==> src/rtl/diag_stim_sched.sv <==
`default_nettype none
// ============================================================================
// Module   : diag_stim_sched
// Purpose  : Multi-channel square-wave stimulus scheduler. Each channel
//            toggles with a programmable start delay and half-period inside
//            one bounded run window; done flags the end of the window.
// Ports    : clk, rst_n        - clock, asynchronous active-low reset
//            cfg_we/sel/half/dly - per-channel config write (IDLE/DONE only)
//            start, run_len    - begin a run of run_len cycles (run_len != 0)
//            stop              - abort the current run
//            stim, edge_p      - stimulus levels and one-cycle change pulses
//            busy, done        - run in progress / run finished
// Revision : 1.0 - initial release
// ============================================================================
module diag_stim_sched #(
  parameter  int SELW = 2,
  parameter  int CW   = 8,
  parameter  int TW   = 16,
  localparam int NCH  = 2**SELW
) (
  input  logic            clk,
  input  logic            rst_n,
  input  logic            cfg_we,
  input  logic [SELW-1:0] cfg_sel,
  input  logic [CW-1:0]   cfg_half,
  input  logic [CW-1:0]   cfg_dly,
  input  logic            start,
  input  logic            stop,
  input  logic [TW-1:0]   run_len,
  output logic [NCH-1:0]  stim,
  output logic [NCH-1:0]  edge_p,
  output logic            busy,
  output logic            done
);

  typedef enum logic [1:0] {
    S_IDLE = 2'd0,
    S_RUN  = 2'd1,
    S_DONE = 2'd2
  } state_t;

  state_t state, state_nxt;

  logic [CW-1:0]  half_cfg [NCH];
  logic [CW-1:0]  dly_cfg  [NCH];
  // Half-period snapshot taken at start, so a config write landing on the
  // start edge cannot leak into the period reloads of the current run.
  logic [CW-1:0]  run_half [NCH];
  logic [CW-1:0]  cnt      [NCH];
  // Delay and period phases are counted separately so d+h never overflows.
  logic [NCH-1:0] in_dly;
  logic [TW-1:0]  run_cnt;
  logic [NCH-1:0] tog;

  logic accept;
  logic finish_run;

  assign accept     = (state != S_RUN) && start && (run_len != '0);
  // Expiry and stop both end the run on this edge and suppress its toggles.
  assign finish_run = (state == S_RUN) && (stop || (run_cnt == TW'(1)));

  always_comb begin
    for (int i = 0; i < NCH; i++) begin
      tog[i] = (state == S_RUN) && (run_half[i] != '0) && !in_dly[i] &&
               (cnt[i] == CW'(1));
    end
  end

  // State register
  always_ff @(posedge clk or negedge rst_n) begin
    if (!rst_n) begin
      state <= S_IDLE;
    end else begin
      state <= state_nxt;
    end
  end

  // Next-state logic
  always_comb begin
    state_nxt = state;
    case (state)
      S_IDLE:  if (accept) state_nxt = S_RUN;
      S_RUN:   if (finish_run) state_nxt = S_DONE;
      S_DONE:  if (accept) state_nxt = S_RUN;
      default: state_nxt = S_IDLE;
    endcase
  end

  assign busy = (state == S_RUN);
  assign done = (state == S_DONE);

  // Configuration and per-channel datapath
  always_ff @(posedge clk or negedge rst_n) begin
    if (!rst_n) begin
      for (int i = 0; i < NCH; i++) begin
        half_cfg[i] <= '0;
        dly_cfg[i]  <= '0;
        run_half[i] <= '0;
        cnt[i]      <= '0;
      end
      in_dly  <= '0;
      run_cnt <= '0;
      stim    <= '0;
      edge_p  <= '0;
    end else begin
      edge_p <= '0;

      if (cfg_we && (state != S_RUN)) begin
        half_cfg[cfg_sel] <= cfg_half;
        dly_cfg[cfg_sel]  <= cfg_dly;
      end

      if (accept) begin
        run_cnt <= run_len;
        stim    <= '0;
        for (int i = 0; i < NCH; i++) begin
          run_half[i] <= half_cfg[i];
          in_dly[i]   <= (dly_cfg[i] != '0);
          cnt[i]      <= (dly_cfg[i] != '0) ? dly_cfg[i] : half_cfg[i];
        end
      end else if ((state == S_RUN) && !finish_run) begin
        run_cnt <= run_cnt - TW'(1);
        stim    <= stim ^ tog;
        edge_p  <= tog;
        for (int i = 0; i < NCH; i++) begin
          if (in_dly[i]) begin
            if (cnt[i] == CW'(1)) begin
              in_dly[i] <= 1'b0;
              cnt[i]    <= run_half[i];
            end else begin
              cnt[i] <= cnt[i] - CW'(1);
            end
          end else if (run_half[i] != '0) begin
            if (cnt[i] == CW'(1)) begin
              cnt[i] <= run_half[i];
            end else begin
              cnt[i] <= cnt[i] - CW'(1);
            end
          end
        end
      end
    end
  end

endmodule
`default_nettype wire

==> config.mk <==
export PLATFORM = sky130hd
export DESIGN_NAME = diag_stim_sched
export DESIGN_NICKNAME = d
export VERILOG_FILES = /design/src/rtl/diag_stim_sched.sv
export SDC_FILE = /design/constraint.sdc
export NUM_CORES = 1
export LEC_CHECK = 0
export ABC_AREA = 1
export CORE_ASPECT_RATIO = 0.75
export CORE_MARGIN = 2
export CORE_UTILIZATION = 47
export CTS_BUF_LIST = sky130_fd_sc_hd__clkbuf_8 sky130_fd_sc_hd__clkbuf_16
export CTS_CLUSTER_DIAMETER = 100
export DETAILED_ROUTE_END_ITERATION = 7
export PLACE_DENSITY = 0.65
export RECOVER_POWER = 50
export SYNTH_ARGS = -nofsm -noshare
export SYNTH_HDL_FRONTEND = slang
export SYNTH_SLANG_ARGS = --single-unit
==> constraint.sdc <==
create_clock -name clk -period 4.2 [get_ports clk]
set_clock_uncertainty 0.1 [all_clocks]
set_input_delay 1.26 -clock clk [delete_from_list [all_inputs] [get_ports clk]]
set_output_delay 1.26 -clock clk [all_outputs]
set_load 0.05 [all_outputs]
==> results by group <==
GRT
  • Largest net degree at the start of global routing: 85
  • Congestion Overflow GR: 0
  • GRT Total Usage: 0.239
  • Number of global-route vias before repair: between 6k and 7k
  • First-pass GRT wire length: 36300 um
  • Antenna violations before repair: 0

Detailed routing
  • Initial detailed-routing violation count: 670
  • Vias per cell: approximately 5
  • Total wire length: 22000 um
  • Vias: 7695
  • Pre-Repair DR Iteration Count: 5
  • Post-DR wirelength/cell: 14.5 um
  • DRC Markers: 0
  • Detail Route Antenna Nets: 0

STA
  • Final setup viols: 0
  • Final hold slack: 0.387 ns
  • Final period util: 0.778
  • Hold Vio Cnt, Final: 0
  • Worst Max-Slew Pin Slew: about 1.9 ns
  • Final worst slack: 0.934 ns
  • Post-route minimum period: 3.27 ns
  • Max-Slew Margin vs Limit: -0.291
  • RSZ-0062 raised after global routing: no
  • Max frequency: 306 MHz
  • Slew Viols, Final: 76
  • Post-Route Setup TNS: 0 ns

Floorplanning
  • Io pins: 49
  • Die width: approximately 160 um
  • CORE AREA: around 0.018 mm^2
  • Die footprint: 0.0194 mm^2
  • Die Y: 121 um
  • Std-Cell Rows: 42
  • Starting Density: 0.484

Placed design
  • Post-DP HPWL: 15700 um
  • Placed insts: 1487
  • Placer congestion estimate: ~0.84
  • IO Port Bufs: 48
  • Place WS: 0.876 ns

Finish
  • Finished Core Util: 0.554
  • Fillers: around 1.8k
  • Area occupied by multi-input gates: between 0.003 and 0.004 mm^2
  • FF+latch area: 0.00395 mm^2
  • Layout cells sized above 1: 0.0486
  • Area delta synth->final: 14.5%
  • Nets: roughly 1.3k
  • # diodes: 0
  • Post-Layout Cell Count: between 1.5k and 2k

CTS
  • Clock sink count: 158
  • H-tree depth: 4
  • CTS buffer count: 17
  • Post-CTS Hold Buffers: 0
  • Bufs on Longest Clock Path: 2
  • Clock-pin slew on the worst setup and hold paths: about 0.06 ns
  • # Post-CTS Setup Buffers: 0
  • PostCTS Resize Cnt: 0
  • CTS tree: yes
  • Worst skew pair latency: approximately 0.43 ns
  • Root Driver: clkbuf_16

Power and ir drop
  • Internal power: approximately 4.1 mW
  • Switching fraction of total power: 0.439
  • Leakage power: 5.01 nW
  • Sw Pwr: 3.19 mW
  • Clk pwr share: 0.207
  • Reg power frac: 0.384
  • Max rail drop VDD: 0.000306 V
  • Combinational group share of total power: 0.409
  • Power per cell area: 738 mW/mm^2

Critical path
  • Critical Path Source Type: flop
  • CP max FO: 7
  • Crit path DAT: 1.91 ns
  • CP required: 2.84 ns
  • CP Class: reg -> out
  • Worst r2r path cells: 9
  • CP endpoint kind: output port

Outcome
  • Failing checks: max-capacitance violations, max-slew violations
  • Status: complete, but fails checks

Synth
  • Ys async rst share: 1.00
  • Gate Count Post-Synth: between 1k and 1.5k
  • Synth cell count leaders: nand2_1 (494), dfrtp_1 (158), inv_1 (125)
  • Post-Syn Area: 0.00860 mm^2
  • Mapped Nets: about 1.3k
  • Post-synth EDFFs: 0
  • Flops & latches, synth: 158
  • Ranking of synthesized cells by area: dfrtp_1 (46%), nand2_1 (22%), nand3_1 (6.6%)
  • Post-synthesis cell type count: 29
  • Post-synth top flop: dfrtp_1
  • Yosys top cell by area: dfrtp_1
  • Count leader, synth: nand2_1
  • Sequential cell area fraction in the yosys report: 0.460
  • Area fraction of the dominant cell type after synthesis: 0.460
  • YS warnings: 0
  • Post-Syn Area per Cell: 7.02 um^2

Hold path
  • Hold path depth: 2
  • HP Class: reg -> reg

Run
  • Max-cap violations: 1
## power groups by stage
stage	clock network (mW)	registers (mW)	logic [mW]
after detailed placement	0	2.79	2.96
final	1.51	2.79	2.98
after CTS	1.53	2.77	2.98
after global placement	0	2.79	2.91
after floorplan	0	2.64	2.28
after global routing	1.59	2.89	3.44
## per-stage QoR
stage | total power [mW] | cell area, um^2
final | 7.27 | 9840
after global routing | 7.93 | 9840
after global placement | 5.70 | 9300
after floorplan | 4.92 | 8600
after CTS | 7.28 | 9860
after detailed placement | 5.75 | 9300
## state kept, by name, summed over array words and instances (netlist names)
signal and flops:
cnt 32, dly_cfg 32, half_cfg 32, run_half 32
run_cnt 16, edge_p 4, in_dly 4, stim 4
state 2
## critical path: stages, from the launching register on
cell             delay (ns)
dfrtp_1                0.36
inv_1                  0.08
nand2_2                0.12
inv_1                  0.12
clkdlybuf4s50_1        0.81
## path summary, 6_finish.rpt
kind | slack, ns | to | start
worst min-delay path | 0.39 | dly_cfg[17] | dly_cfg[17]
max in group asynchronous | 1.19 | edge_p[3] | rst_n
worst min register to register | 0.39 | dly_cfg[17] | dly_cfg[17]
worst max-delay path | 0.93 | busy | state[1]
worst max register to register | 1.81 | cnt[17] | state[1]
min in group asynchronous | 1.25 | dly_cfg[12] | rst_n
## metal layers
layer  routed length [um]  vias up  track usage  share of wire
met2                 8820      207        0.334           0.40
met5                    0        -            0              0
li1                     -     3928            -              -
met4                  146        0       0.0512         0.0067
met3                 1220       13       0.0431          0.055
met1                11800     3547        0.383           0.54
## cell families (layout without fill, tap and decap cells)
group                    after synthesis  count (layout)  synth area share
flip-flops                           158             158             0.460
buffers and inverters                166             218            0.0783
AO/OA/AOI/OAI                        125             125            0.0736
AND/OR/NAND/NOR                      751             751             0.359
adder cells (fa/ha/maj)               10              10            0.0146
XOR/XNOR                              14              14            0.0143
## layout make-up
cell class	count	area share
clock inverter	13	0.0127
multi-input combinational	900	0.402
inverter	128	0.0489
clock buffer	18	0.0446
tap	242	0.0308
sequential	158	0.402
timing repair buffer	59	0.0590
## layout by cell type, fill, tap and decap left out, types with 4 or more instances in the layout
master	instances
o21ai_1	4
inv_1	126
o21ai_0	113
xor2_1	8
dfrtp_1	158
clkdlybuf4s50_1	46
nor2_1	102
ha_1	10
nor3_1	4
nand2_2	4
inv_6	7
nand2_1	495
a21oi_1	5
buf_4	8
clkbuf_16	17
nand4_1	18
nor2_2	6
xnor2_1	6
nand3_1	114
(Power assumes the default switching activity.)
